$ cat src/rtl/autosa_cmac_csb_reg_master.sv
// CSB register initiator for CMAC_A: owns STATUS/POINTER and per-group op_en, fronts two dual-group slaves.
// Optional define AUTOSA_CMAC_REG_WR_PROTECT_EN blocks dual-space writes to a group whose op_en is set.
module autosa_cmac_csb_reg_master #(
    parameter int AW = 22,
    parameter int DW = 32
) (
    input  logic          autosa_core_clk,
    input  logic          autosa_core_rstn,
    input  logic          csb_req_pvld,
    output logic          csb_req_prdy,
    input  logic [AW-1:0] csb_req_addr,
    input  logic [DW-1:0] csb_req_wdat,
    input  logic          csb_req_write,
    input  logic          csb_req_nposted,
    output logic          csb_resp_valid,
    output logic [33:0]   csb_resp_pd,
    output logic [11:0]   reg_offset,
    output logic [DW-1:0] reg_wr_data,
    output logic          d0_reg_wr_en,
    output logic          d1_reg_wr_en,
    input  logic [DW-1:0] d0_reg_rd_data,
    input  logic [DW-1:0] d1_reg_rd_data,
    input  logic          d0_op_en_trigger,
    input  logic          d1_op_en_trigger,
    output logic          d0_op_en,
    output logic          d1_op_en,
    input  logic          dp2reg_done,
    output logic          producer,
    output logic          consumer
);

    localparam logic [11:0] STATUS_OFS  = 12'h000;
    localparam logic [11:0] POINTER_OFS = 12'h004;
    localparam logic [11:0] DUAL_BASE   = 12'h008;

    logic          prdy_r;
    logic          req_vld_r;
    logic [9:0]    req_addr_r;
    logic [DW-1:0] req_wdat_r;
    logic          req_write_r;
    logic          req_nposted_r;
    logic          producer_r;
    logic          consumer_r;
    logic          d0_op_en_r;
    logic          d1_op_en_r;
    logic          resp_valid_r;
    logic [33:0]   resp_pd_r;

    logic          accept_s;
    logic [11:0]   offset_s;
    logic [DW-1:0] wr_data_s;
    logic          wr_s;
    logic          dual_s;
    logic          blocked_s;
    logic          dual_wr_s;
    logic          done_hit_s;
    logic [DW-1:0] rdata_s;
    logic          d0_op_en_next_s;
    logic          d1_op_en_next_s;
    logic          producer_next_s;
    logic          consumer_next_s;
    logic          resp_valid_next_s;
    logic [33:0]   resp_pd_next_s;
    logic          addr_hi_unused_s;

    assign addr_hi_unused_s = ^csb_req_addr[AW-1:10];

    assign accept_s  = csb_req_pvld & prdy_r;
    assign offset_s  = req_vld_r ? {req_addr_r, 2'b00} : 12'h000;
    assign wr_data_s = req_vld_r ? req_wdat_r : {DW{1'b0}};
    assign wr_s      = req_vld_r & req_write_r;
    assign dual_s    = req_vld_r & (offset_s >= DUAL_BASE);

`ifdef AUTOSA_CMAC_REG_WR_PROTECT_EN
    // OP_ENABLE itself stays writable so a running group can still be re-armed or stopped
    assign blocked_s = wr_s & dual_s & (producer_r ? d1_op_en_r : d0_op_en_r) & (offset_s != DUAL_BASE);
`else
    assign blocked_s = 1'b0;
`endif

    assign dual_wr_s  = wr_s & dual_s & ~blocked_s;
    assign done_hit_s = dp2reg_done & (consumer_r ? d1_op_en_r : d0_op_en_r);

    // Read-data mux over single registers and the producer group's slave
    always_comb begin
        rdata_s = {DW{1'b0}};
        if (offset_s == STATUS_OFS) begin
            rdata_s[0]  = d0_op_en_r;
            rdata_s[16] = d1_op_en_r;
        end else if (offset_s == POINTER_OFS) begin
            rdata_s[0]  = producer_r;
            rdata_s[16] = consumer_r;
        end else if (dual_s) begin
            rdata_s = producer_r ? d1_reg_rd_data : d0_reg_rd_data;
        end else begin
            rdata_s = {DW{1'b0}};
        end
    end

    // Next-state for pointers and op_en; a trigger beats a done on the same group
    always_comb begin
        producer_next_s = producer_r;
        consumer_next_s = consumer_r;
        d0_op_en_next_s = d0_op_en_r;
        d1_op_en_next_s = d1_op_en_r;
        if (wr_s && (offset_s == POINTER_OFS)) begin
            producer_next_s = wr_data_s[0];
        end else begin
            producer_next_s = producer_r;
        end
        if (d0_op_en_trigger) begin
            d0_op_en_next_s = wr_data_s[0];
        end else if (done_hit_s && !consumer_r) begin
            d0_op_en_next_s = 1'b0;
        end else begin
            d0_op_en_next_s = d0_op_en_r;
        end
        if (d1_op_en_trigger) begin
            d1_op_en_next_s = wr_data_s[0];
        end else if (done_hit_s && consumer_r) begin
            d1_op_en_next_s = 1'b0;
        end else begin
            d1_op_en_next_s = d1_op_en_r;
        end
        if (done_hit_s) begin
            consumer_next_s = ~consumer_r;
        end else begin
            consumer_next_s = consumer_r;
        end
    end

    // Response formation: reads always answer, writes only when non-posted
    always_comb begin
        resp_valid_next_s = req_vld_r & (~req_write_r | req_nposted_r);
        resp_pd_next_s    = 34'h0_0000_0000;
        if (!resp_valid_next_s) begin
            resp_pd_next_s = 34'h0_0000_0000;
        end else if (req_write_r) begin
            resp_pd_next_s = {1'b1, blocked_s, {DW{1'b0}}};
        end else begin
            resp_pd_next_s = {1'b0, 1'b0, rdata_s};
        end
    end

    // Request stage, control state and response registers
    always_ff @(posedge autosa_core_clk or negedge autosa_core_rstn) begin
        if (!autosa_core_rstn) begin
            prdy_r        <= 1'b0;
            req_vld_r     <= 1'b0;
            req_addr_r    <= 10'h000;
            req_wdat_r    <= {DW{1'b0}};
            req_write_r   <= 1'b0;
            req_nposted_r <= 1'b0;
            producer_r    <= 1'b0;
            consumer_r    <= 1'b0;
            d0_op_en_r    <= 1'b0;
            d1_op_en_r    <= 1'b0;
            resp_valid_r  <= 1'b0;
            resp_pd_r     <= 34'h0_0000_0000;
        end else begin
            prdy_r    <= 1'b1;
            req_vld_r <= accept_s;
            if (accept_s) begin
                req_addr_r    <= csb_req_addr[9:0];
                req_wdat_r    <= csb_req_wdat;
                req_write_r   <= csb_req_write;
                req_nposted_r <= csb_req_nposted;
            end
            producer_r   <= producer_next_s;
            consumer_r   <= consumer_next_s;
            d0_op_en_r   <= d0_op_en_next_s;
            d1_op_en_r   <= d1_op_en_next_s;
            resp_valid_r <= resp_valid_next_s;
            resp_pd_r    <= resp_pd_next_s;
        end
    end

    assign csb_req_prdy   = prdy_r;
    assign csb_resp_valid = resp_valid_r;
    assign csb_resp_pd    = resp_pd_r;
    assign reg_offset     = offset_s;
    assign reg_wr_data    = wr_data_s;
    assign d0_reg_wr_en   = dual_wr_s & ~producer_r;
    assign d1_reg_wr_en   = dual_wr_s & producer_r;
    assign d0_op_en       = d0_op_en_r;
    assign d1_op_en       = d1_op_en_r;
    assign producer       = producer_r;
    assign consumer       = consumer_r;

endmodule

$ cat config.mk
export PLATFORM = sky130hd
export DESIGN_NAME = autosa_cmac_csb_reg_master
export DESIGN_NICKNAME = d
export VERILOG_FILES = /design/src/rtl/autosa_cmac_csb_reg_master.sv
export SDC_FILE = /design/constraint.sdc
export NUM_CORES = 1
export LEC_CHECK = 0
export ABC_AREA = 1
export BUFFER_PORTS_ARGS = -buffer_cell sky130_fd_sc_hd__clkbuf_2
export CORE_MARGIN = 5
export CORE_UTILIZATION = 45
export DETAILED_ROUTE_END_ITERATION = 12
export GPL_ROUTABILITY_DRIVEN = 0
export PLACE_DENSITY = 0.88
export SYNTH_ARGS = -nofsm -noshare
export SYNTH_HDL_FRONTEND = slang
export SYNTH_SLANG_ARGS = --single-unit
$ cat constraint.sdc
create_clock -name autosa_core_clk -period 1.7 [get_ports autosa_core_clk]
set_input_delay 0.34 -clock autosa_core_clk [delete_from_list [all_inputs] [get_ports autosa_core_clk]]
set_output_delay 0.34 -clock autosa_core_clk [all_outputs]
set_load 0.02 [all_outputs]
==> impl_results.md, run 1 <==
* Count of cell types in the netlist at 25
* Die Span Y at between 100 and 150 um
* Nets at 823
* Worst setup startpoint: req_vld_r
* Type of the worst setup path: reg2out
* Setup crit end kind: primary output
* Setup Viol. Count Final at 31
* FILL cells at ~700
* FF-to-FF Start: req_vld_r
* Failing checks: setup timing
* Worst R2R Setup Slack at about 0.10 ns
* Iteration-0 DRC Markers at roughly 110
* Sink Count at between 80 and 90
* Number of max-cap violations at 0
* Asr flop ratio synth at 100.0%
* Die area at around 11000 sq um
* Initial core utilization at between 40 and 50%
* Status: complete, but fails checks
* Post-synth EDFFs at 0
* Clock Skews at between 0.01 and 0.015 ns
* Initial antenna violation count at 0
* PD cells at a little over 900 nW/um^2
* Diode count at 0
* Worst Slack Setup Final at -0.2461 ns
* XOR/XNOR Fraction of Synth Area at 0%
* Syn Inst Count at approximately 490
* Routed vias at 3825
* Crit path DAT at between 1.5 and 2 ns
* Worst-skew pair later-pin latency at ~0.35 ns
* Fin crit period at 1.946 ns
* Maximum clock frequency at roughly 510 MHz
* Peak VDD IR at 462.7 uV
* Root buffer cell: clkbuf_8
* Post-synth top area share at between 50% and 60%
* Inst Count DP at 779
* Clock slew at reported path FFs at 0.08 ns
* Main synth FF type: dfrtp_1
* Slew Viols, Final at 0
* Inserted Clock Buffers at 9
* Clk buf depth at 2
* DRC at 0
* Wirelength per Cell at ~15 um
* IO buf count at roughly 200
* Number of flip-flops in the largest register at 33
* Register area at ~2100 sq um
* Largest family of logic cells by synthesized area: simple AND/OR/NAND/NOR gates
* Non-filler cells, final at between 800 and 900
* Die width at ~100 um
* Synth Area in Compound Gates at between 10% and 20%
* Crit Path Max Fanout at 4
* FP Rows at 34
* Vias in the first global route at 3770
* Area of the multi-input gates at between 1500 and 2000 sq um
* YS warnings at 0
* Synth top cells by count: 246 x nand2_1, 84 x dfrtp_1, 54 x inv_1
* CTS tree: built
* Synth-to-Final Area Change at 43.23%
* Core area at 8721 sq um
* Post-synthesis mux area share at 0%
* Critical path required time at 1.36 ns
* Synth area leaders: dfrtp_1 52%, nand2_1 23%, a211oi_2 8.7%
* Setup crit start kind: flip-flop
* I/O pin total at approximately 210
* ANT nets after route at 0
* RSZ-0062 raised after global routing: yes
* First-pass iteration count of the detailed router at 4
* Post-Route WL at between 10 and 15 mm
* Post-synthesis sequential area ratio at approximately 52%
* GRT Resource Usage Total at 20.05%
* Synth Area in Simple Gates at a little over a quarter
* CTS H-Tree Depth at 3
* Remaining global-route overflow at 0
* Synthesized area at approximately 4000 sq um
* Synth Area in Adders at 0%
* Final period utilization at 114.5%
* Leak pwr at 0.003517 uW
* Hold Vio Cnt, Final at 0
* Area leader, netlist: dfrtp_1
* Largest net degree at the start of global routing at 36
* Share of layout cells above drive strength 1 at 42.65%
* Hold Crit Class: in2reg
* Worst Min Path Start: d1_op_en_trigger
* Design Power at approximately 5400 uW
* Syn avg cell area at between 8 and 9 sq um
* Detail Placement HPWL at approximately 8.5 mm
* Seq cells post-synth at 84
* DR vias/cell at roughly 4.7
* Count leader, synth: nand2_1
* First-pass GRT wire length at ~18 mm
==> worst paths after layout <==
kind,cells past startpoint,endpoint
max,8,d1_reg_wr_en
min,2,d1_op_en
max reg2reg,9,csb_resp_pd[5]
min reg2reg,2,req_wdat_r[15]
max in group asynchronous,3,req_wdat_r[6]
min in group asynchronous,2,csb_resp_pd[19]
==> kinds of logic after synthesis <==
logic type,count (synthesis)
AOI/OAI and AO/OA,41
buffers and inverters,87
DFF,84
other,2
and+or+nand+nor,274
==> stage by stage <==
step	instance area [sq um]	setup TNS [ns]	worst slack (ns)	hold WS, ns	util [%]
after floorplan	4045	0	0.04958	0.04441	-
after global placement	5142	0	0.09851	0.2778	58.97
after detailed placement	5142	0	0.08901	0.2858	58.97
after CTS	5492	-1.015	-0.2798	0.1538	62.97
after global routing	5783	-6.350	-0.3348	0.1451	66.31
final	5783	-4.055	-0.2461	0.1711	66.31
==> cells in the final DEF, fill, tap and decap left out, types with 4 or more instances in the layout <==
cell,instances
buf_4,30
nand3_1,6
conb_1,4
buf_6,6
inv_1,52
clkbuf_2,176
o21ai_0,4
dfrtp_1,82
nand2_1,239
nor2_1,4
clkbuf_16,5
buf_12,5
clkbuf_8,9
a21oi_1,4
nand2_2,6
a211oi_2,29
nand2_4,10
==> metal layers <==
metal / share of wire (%) / up-vias / wire length (um) / global-route usage, %
li1: - / 1887 / - / -
met1: 39 / 1741 / 4584 / 24.40
met2: 50 / 181 / 5871 / 33.63
met3: 10 / 16 / 1194 / 6.905
met4: 1.5 / 0 / 176 / 6.027
met5: 0 / - / 0 / 0
==> report_power, final <==
group | switching, uW | total, uW | internal (uW)
logic | 786 | 1350 | 569
clock network | 696 | 1660 | 967
registers | 149 | 2380 | 2230
total | 1630 | 5400 | 3770
==> critical path, cell delays in order, from the launching register on <==
cell	delay (ns)
dfrtp_2	0.46
buf_6	0.15
nand2_4	0.07
nand2_4	0.07
nor2_4	0.13
nand3_4	0.10
inv_4	0.10
nor3_2	0.04
clkbuf_2	0.15
==> what timing repair did <==
action / CTS / global route
gates resized for setup: 12 / 65
gates cloned: 1 / 5
endpoints found under the hold margin: 27 / 0
setup endpoints to repair: 25 / 55
pin swaps: 2 / 5
hold buffers: 1 / 0
buffers inserted: 5 / 5
==> area by class of cell <==
cell class              count  share of cell area [%]
repair buffers            227                   25.36
flip-flops and latches     84                   36.39
clock inverters             5                   1.774
inverters                  56                   3.721
well taps                 108                   2.337
multi-input cells         319                   28.21
clock buffers              10                   2.207
(Power assumes the default switching activity.)
==> run 2, diff against run 1 <==
--- a/config.mk
+++ b/config.mk
@@ -7,10 +7,11 @@
 export LEC_CHECK = 0
 export ABC_AREA = 1
 export BUFFER_PORTS_ARGS = -buffer_cell sky130_fd_sc_hd__clkbuf_2
-export CORE_MARGIN = 5
+export CORE_MARGIN = 1
 export CORE_UTILIZATION = 45
 export DETAILED_ROUTE_END_ITERATION = 12
 export GPL_ROUTABILITY_DRIVEN = 0
+export MAX_ROUTING_LAYER = met4
 export PLACE_DENSITY = 0.88
 export SYNTH_ARGS = -nofsm -noshare
 export SYNTH_HDL_FRONTEND = slang
==> constraint.sdc (replaced) <==
create_clock -name autosa_core_clk -period 2.34 [get_ports autosa_core_clk]
set_input_delay 0.468 -clock autosa_core_clk [delete_from_list [all_inputs] [get_ports autosa_core_clk]]
set_output_delay 0.468 -clock autosa_core_clk [all_outputs]
set_load 0.02 [all_outputs]
==> run 2 against run 1 <==
The run now ends clean. Die area fell by 15%. Cell count decreased by 2.2%. Utilization down 5.2 points. First-iteration DRC count decreased by 5.4%. Clock power shrank 25%. Global-route usage up 3.5 points. Clock skew decreased by 0.0018 ns. Routed wire length is 13% lower. Non-clock buffer count shrank 19. Register-to-register slack better by 0.52 ns. Critical path depth is the same.
==> impl_results.md, run 2 (synthesis results as in run 1) <==
* First-pass GRT wire length at approximately 17 mm
* Initial antenna violation count at 0
* Largest net degree at the start of global routing at 49
* Type of the worst setup path: reg2out
* CTS Hold Bufs at 0
* Wirelength per Cell at 12.96 um
* Die Span Y at ~97 um
* Number of max-cap violations at 0
* Setup crit start kind: flip-flop
* Die area at 9356 sq um
* Number of flip-flops in the largest register at 33
* RSZ-0062 raised after global routing: no
* Leak pwr at around 0.0033 uW
* Switching Fraction at a little under a third
* Status: finished clean
* Post-CTS Setup Repair Bufs at 0
* Clock slew at reported path FFs at ~0.09 ns
* IO buf count at roughly 200
* Clk buf depth at 2
* FP Rows at 34
* Setup TNS at 0 ns
* CTS tree: built
* Setup Viol. Count Final at 0
* Core area at 8721 sq um
* Remaining global-route overflow at 0
* First-pass iteration count of the detailed router at 4
* FILL cells at between 700 and 800
* Maximum clock frequency at 473.5 MHz
* Sink Count at 84
* NetSw at ~1200 uW
* Clock Skews at 0.01197 ns
* Design Area, Final at between 5000 and 6000 sq um
* Clock share of power at 33.0%
* GRT Resource Usage Total at between 20% and 30%
* ANT nets after route at 0
* Worst-skew pair later-pin latency at roughly 0.35 ns
* Crit Path Max Fanout at 15
* PD cells at approximately 710 nW/um^2
* Leading cell types in the layout, fill and taps excluded: 246 x nand2_1, 195 x clkbuf_2, 83 x dfrtp_1
* Leading cell type in the layout, fill and taps excluded: nand2_1
* Flop pwr share at 45.4%
* Inserted Clock Buffers at 9
* CTS resizes at 0
* Post-Route WL at 10.25 mm
* Setup crit end kind: primary output
* Hold Vio Cnt, Final at 0
* Worst Slack Setup Final at roughly 0.23 ns
* Critical path required time at between 1.5 and 2 ns
* DP Worst Slack at ~0.58 ns
* P_int at ~2600 uW
* Slew Viols, Final at 0
* DRC at 0
* Crit path DAT at 1.64 ns
* Final period utilization at approximately 90%
* Detail Placement HPWL at between 7 and 8 mm
* Nets at between 800 and 900
* Logic pwr share at 21.6%
* Routed vias at 3747
* DR vias/cell at 4.737
* I/O pin total at between 200 and 250
* Diode count at 0
* Peak VDD IR at 375.7 uV
* Synth-to-Final Area Change at 31.92%
* Iteration-0 DRC Markers at ~110
* Fin crit period at between 2 and 2.5 ns
* Hold Crit Class: in2async
* Placed Area at ~5000 sq um
* Initial core utilization at 46.30%
* Die width at around 97 um
* Root buffer cell: clkbuf_8
* Vias in the first global route at 3766
* Share of layout cells above drive strength 1 at 39.53%
* CTS H-Tree Depth at 3
==> run 2: changes by cell type in the layout (fill, tap and decap cells not counted), moves of 2 or more <==
cell	before	now
clkbuf_2	176	195
buf_4	30	12
nand2_4	10	0
nand2_1	239	246
buf_6	6	0
clkbuf_16	5	0
buf_12	5	1
nand2_2	6	9
buf_2	2	0
inv_1	52	54
==> run 2: through the flow <==
| stage | hold slack [ns] | power, uW | util (%) | std cells |
|---|---|---|---|---|
| after floorplan | 0.1724 | 2261 | - | 490 |
| after global placement | 0.4619 | 2544 | 58.34 | 775 |
| after detailed placement | 0.4654 | 2574 | 58.34 | 775 |
| after CTS | 0.08231 | 3820 | 61.08 | 791 |
| after global routing | 0.09235 | 3967 | 61.08 | 791 |
| final | 0.07566 | 3791 | 61.08 | 791 |
==> run 2: area by class of cell <==
| cell class | count | area (sq um) | area share [%] |
|---|---|---|---|
| Clock buffer | 10 | 127.6 | 2.396 |
| Clock inverter | 6 | 111.4 | 2.091 |
| Inverter | 56 | 212.7 | 3.993 |
| Multi-Input combinational cell | 319 | 1550 | 29.11 |
| Sequential cell | 84 | 2103 | 39.49 |
| Tap cell | 108 | 135.1 | 2.537 |
| Timing Repair Buffer | 208 | 1086 | 20.39 |
==> run 2: worst max-delay path, cell delays in order, from the launching register on <==
cell and delay (ns):
dfrtp_1 0.39, buf_4 0.20, nand2_2 0.08, nand2_2 0.09, nor2_4 0.15, nand3_4 0.10, inv_4 0.08, nor3_2 0.04
clkbuf_2 0.18
==> run 2: metal layers <==
layer  vias up  global-route usage, %  wire length (um)
met5         -                      -                 0
met4         0                  8.266               179
met3        16                  4.697               768
met2       172                  40.14              5105
met1      1712                  27.66              4195
li1       1847                      -                 -
==> run 2: path summary, 6_finish.rpt <==
kind	from	end	slack (ns)	cells past startpoint
setup / recovery	req_vld_r	d0_reg_wr_en	0.23	8
hold / removal	autosa_core_rstn	csb_resp_pd[22]	0.08	1
setup reg to reg	req_vld_r	csb_resp_pd[1]	0.62	8
hold reg to reg	req_wdat_r[28]	req_wdat_r[28]	0.49	2
max in group asynchronous	autosa_core_rstn	csb_resp_pd[8]	1.61	2
min in group autosa_core_clk	d1_op_en_trigger	d1_op_en	0.29	2
==> run 2: power groups by stage <==
stage	combinational (uW)	sequential, uW	clock, uW
6_report	818	1720	1250
5_1_grt	903	1740	1320
4_1_cts	829	1720	1270
3_5_place_dp	827	1750	0
3_3_place_gp	805	1740	0
2_1_floorplan	452	1810	0
==> run 3, diff against run 2 <==
--- a/config.mk
+++ b/config.mk
@@ -7,12 +7,14 @@
 export LEC_CHECK = 0
 export ABC_AREA = 1
 export BUFFER_PORTS_ARGS = -buffer_cell sky130_fd_sc_hd__clkbuf_2
+export CELL_PAD_IN_SITES_DETAIL_PLACEMENT = 1
+export CELL_PAD_IN_SITES_GLOBAL_PLACEMENT = 2
 export CORE_MARGIN = 1
-export CORE_UTILIZATION = 45
+export CORE_UTILIZATION = 26
 export DETAILED_ROUTE_END_ITERATION = 12
 export GPL_ROUTABILITY_DRIVEN = 0
 export MAX_ROUTING_LAYER = met4
-export PLACE_DENSITY = 0.88
+export PLACE_DENSITY = 0.93
 export SYNTH_ARGS = -nofsm -noshare
 export SYNTH_HDL_FRONTEND = slang
 export SYNTH_SLANG_ARGS = --single-unit
==> run 3 against run 2 <==
Clock power is 34% higher. Combinational power is 3.4% higher. Total power is 12% higher. Critical path type unchanged. Highest routed layer unchanged.
==> impl_results.md, run 3 (synthesis results as in run 1) <==
* Largest net degree at the start of global routing at 48
* Sink Count at 84
* PD cells at between 700 and 800 nW/um^2
* Diode count at 0
* Die Span Y at 126.6 um
* Hold Vio Cnt, Final at 0
* Worst-skew pair later-pin latency at between 0.3 and 0.4 ns
* Design Area, Final at between 5000 and 6000 sq um
* Setup crit start kind: flip-flop
* Worst Max-Slew Pin Slew at 0.6604 ns
* Clk buf depth at 2
* First-pass GRT wire length at between 20 and 25 mm
* Hold Crit Class: in2async
* Flop pwr share at roughly two fifths
* Die area at about 16000 sq um
* Design Power at between 4000 and 5000 uW
* IO buf count at between 150 and 200
* Root buffer cell: clkbuf_16
* Peak VDD IR at 352.8 uV
* Inserted Clock Buffers at 9
* P_int at between 3000 and 4000 uW
* Die width at approximately 130 um
* Nets at approximately 800
* Setup Viol. Count Final at 0
* Setup TNS at 0 ns
* Total buffers and inverters traversed by the critical path at 2
* Wirelength per Cell at roughly 14 um
* Routed vias at 3800
* GRT Resource Usage Total at between 10% and 20%
* Non-filler cells, final at ~870
* Number of flip-flops in the largest register at 33
* Cell Chain, Critical Path: nand2_2 > nand2_2 > nor2_4 > nand3_4 > inv_4 > nor3_2 > clkbuf_2
* Inst Count DP at about 850
* Top Family by Delay on Critical Path: flip-flops
* Logic pwr share at 19.9%
* CTS Hold Bufs at 0
* CTS H-Tree Depth at 3
* Remaining global-route overflow at 0
* Maximum clock frequency at between 400 and 500 MHz
* I/O pin total at between 200 and 250
* Initial core utilization at between 20% and 30%
* Leading cell types in the layout, fill and taps excluded: 246 x nand2_1, 195 x clkbuf_2, 82 x dfrtp_1
* Post-Route WL at ~13 mm
* Final period utilization at 93.70%
* Clock slew at reported path FFs at 0.06 ns
* Initial antenna violation count at 0
* Switching Fraction at slightly below 30%
* Placed Area at approximately 5200 sq um
* DP Worst Slack at approximately 0.40 ns
* Number of max-cap violations at 0
* CTS resizes at 0
* Post-CTS Setup Repair Bufs at 0
* Status: finished clean
* CP max stage delay at slightly above 0.6 ns
* Crit path DAT at 1.72 ns
* Critical path required time at around 1.9 ns
* Most frequent CP cell: nand2_2
* Max_slew headroom at a little under three fifths
* RSZ-0062 raised after global routing: no
* DR vias/cell at between 4 and 5
* Iteration-0 DRC Markers at roughly 160
* Worst Slack Setup Final at about 0.15 ns
* First-pass iteration count of the detailed router at 4
* Synth-to-Final Area Change at 36.91%
* Clock Skews at ~0.0068 ns
* NetSw at 1228 uW
* Clock share of power at just under 40%
* Type of the worst setup path: reg2out
* Detail Placement HPWL at between 9 and 10 mm
* Crit Path Max Fanout at 21
* Leak pwr at about 0.0033 uW
* Core area at approximately 15000 sq um
* Vias in the first global route at roughly 4100
* Slew Viols, Final at 0
* Leading cell type in the layout, fill and taps excluded: nand2_1
* Share of layout cells above drive strength 1 at 39.50%
* Fin crit period at 2.192 ns
* CTS tree: built
* Worst path slowest cell: dfrtp_4
* Setup crit end kind: primary output
* FP Rows at between 40 and 50
* ANT nets after route at 0
* DRC at 0
==> run 3: cell count changes in the layout (fill, tap and decap cells not counted) <==
cell	before	now
clkbuf_16	0	9
clkbuf_8	9	2
buf_4	12	10
clkinvlp_4	1	0
dfrtp_1	83	82
dfrtp_4	0	1
inv_6	1	0
==> run 3: cell type report <==
cell class | instances | area (sq um)
Clock inverter | 4 | 95.09
Multi-Input combinational cell | 319 | 1550
Fill cell | 1912 | 9674
Clock buffer | 12 | 256.5
Tap cell | 188 | 235.2
Timing Repair Buffer | 206 | 1071
Inverter | 56 | 212.7
Sequential cell | 84 | 2107
==> run 3: per-stage QoR <==
step	utilization, %	hold WS, ns
after global routing	36.36	0.2002
final	36.36	0.1563
after floorplan	-	0.1724
after global placement	34.03	0.4628
after CTS	36.35	0.1772
after detailed placement	34.03	0.4653
==> run 3: final timing paths <==
path                                  startpoint        endpoint  slack [ns]  cells past startpoint
worst max-delay path                   req_vld_r    d0_reg_wr_en        0.15                      7
worst min-delay path            autosa_core_rstn  csb_resp_pd[7]        0.16                      1
worst max register to register         req_vld_r  csb_resp_pd[1]        0.47                      7
worst min register to register    req_wdat_r[21]  req_wdat_r[21]        0.48                      2
max in group asynchronous       autosa_core_rstn       req_vld_r        1.51                      2
min in group autosa_core_clk    d1_op_en_trigger        d1_op_en        0.32                      2
==> run 3: routing by layer <==
metal  routed length, um  part of all wire (%)  global-route usage (%)  vias to the layer above
li1                    -                     -                       -                     1846
met1                5324                    42                   19.45                     1842
met2                6586                    52                   29.67                       93
met3                 427                   3.4                   2.531                       19
met4                 216                   1.7                   6.449                        0
met5                   0                     0                       -                        -
==> run 3: power groups by stage <==
stage | sequential [uW] | combinational, uW | clock [uW]
after floorplan | 1810 | 452 | 0
after global placement | 1730 | 833 | 0
after detailed placement | 1740 | 860 | 0
after CTS | 1720 | 866 | 1730
after global routing | 1730 | 940 | 1790
final | 1710 | 846 | 1680
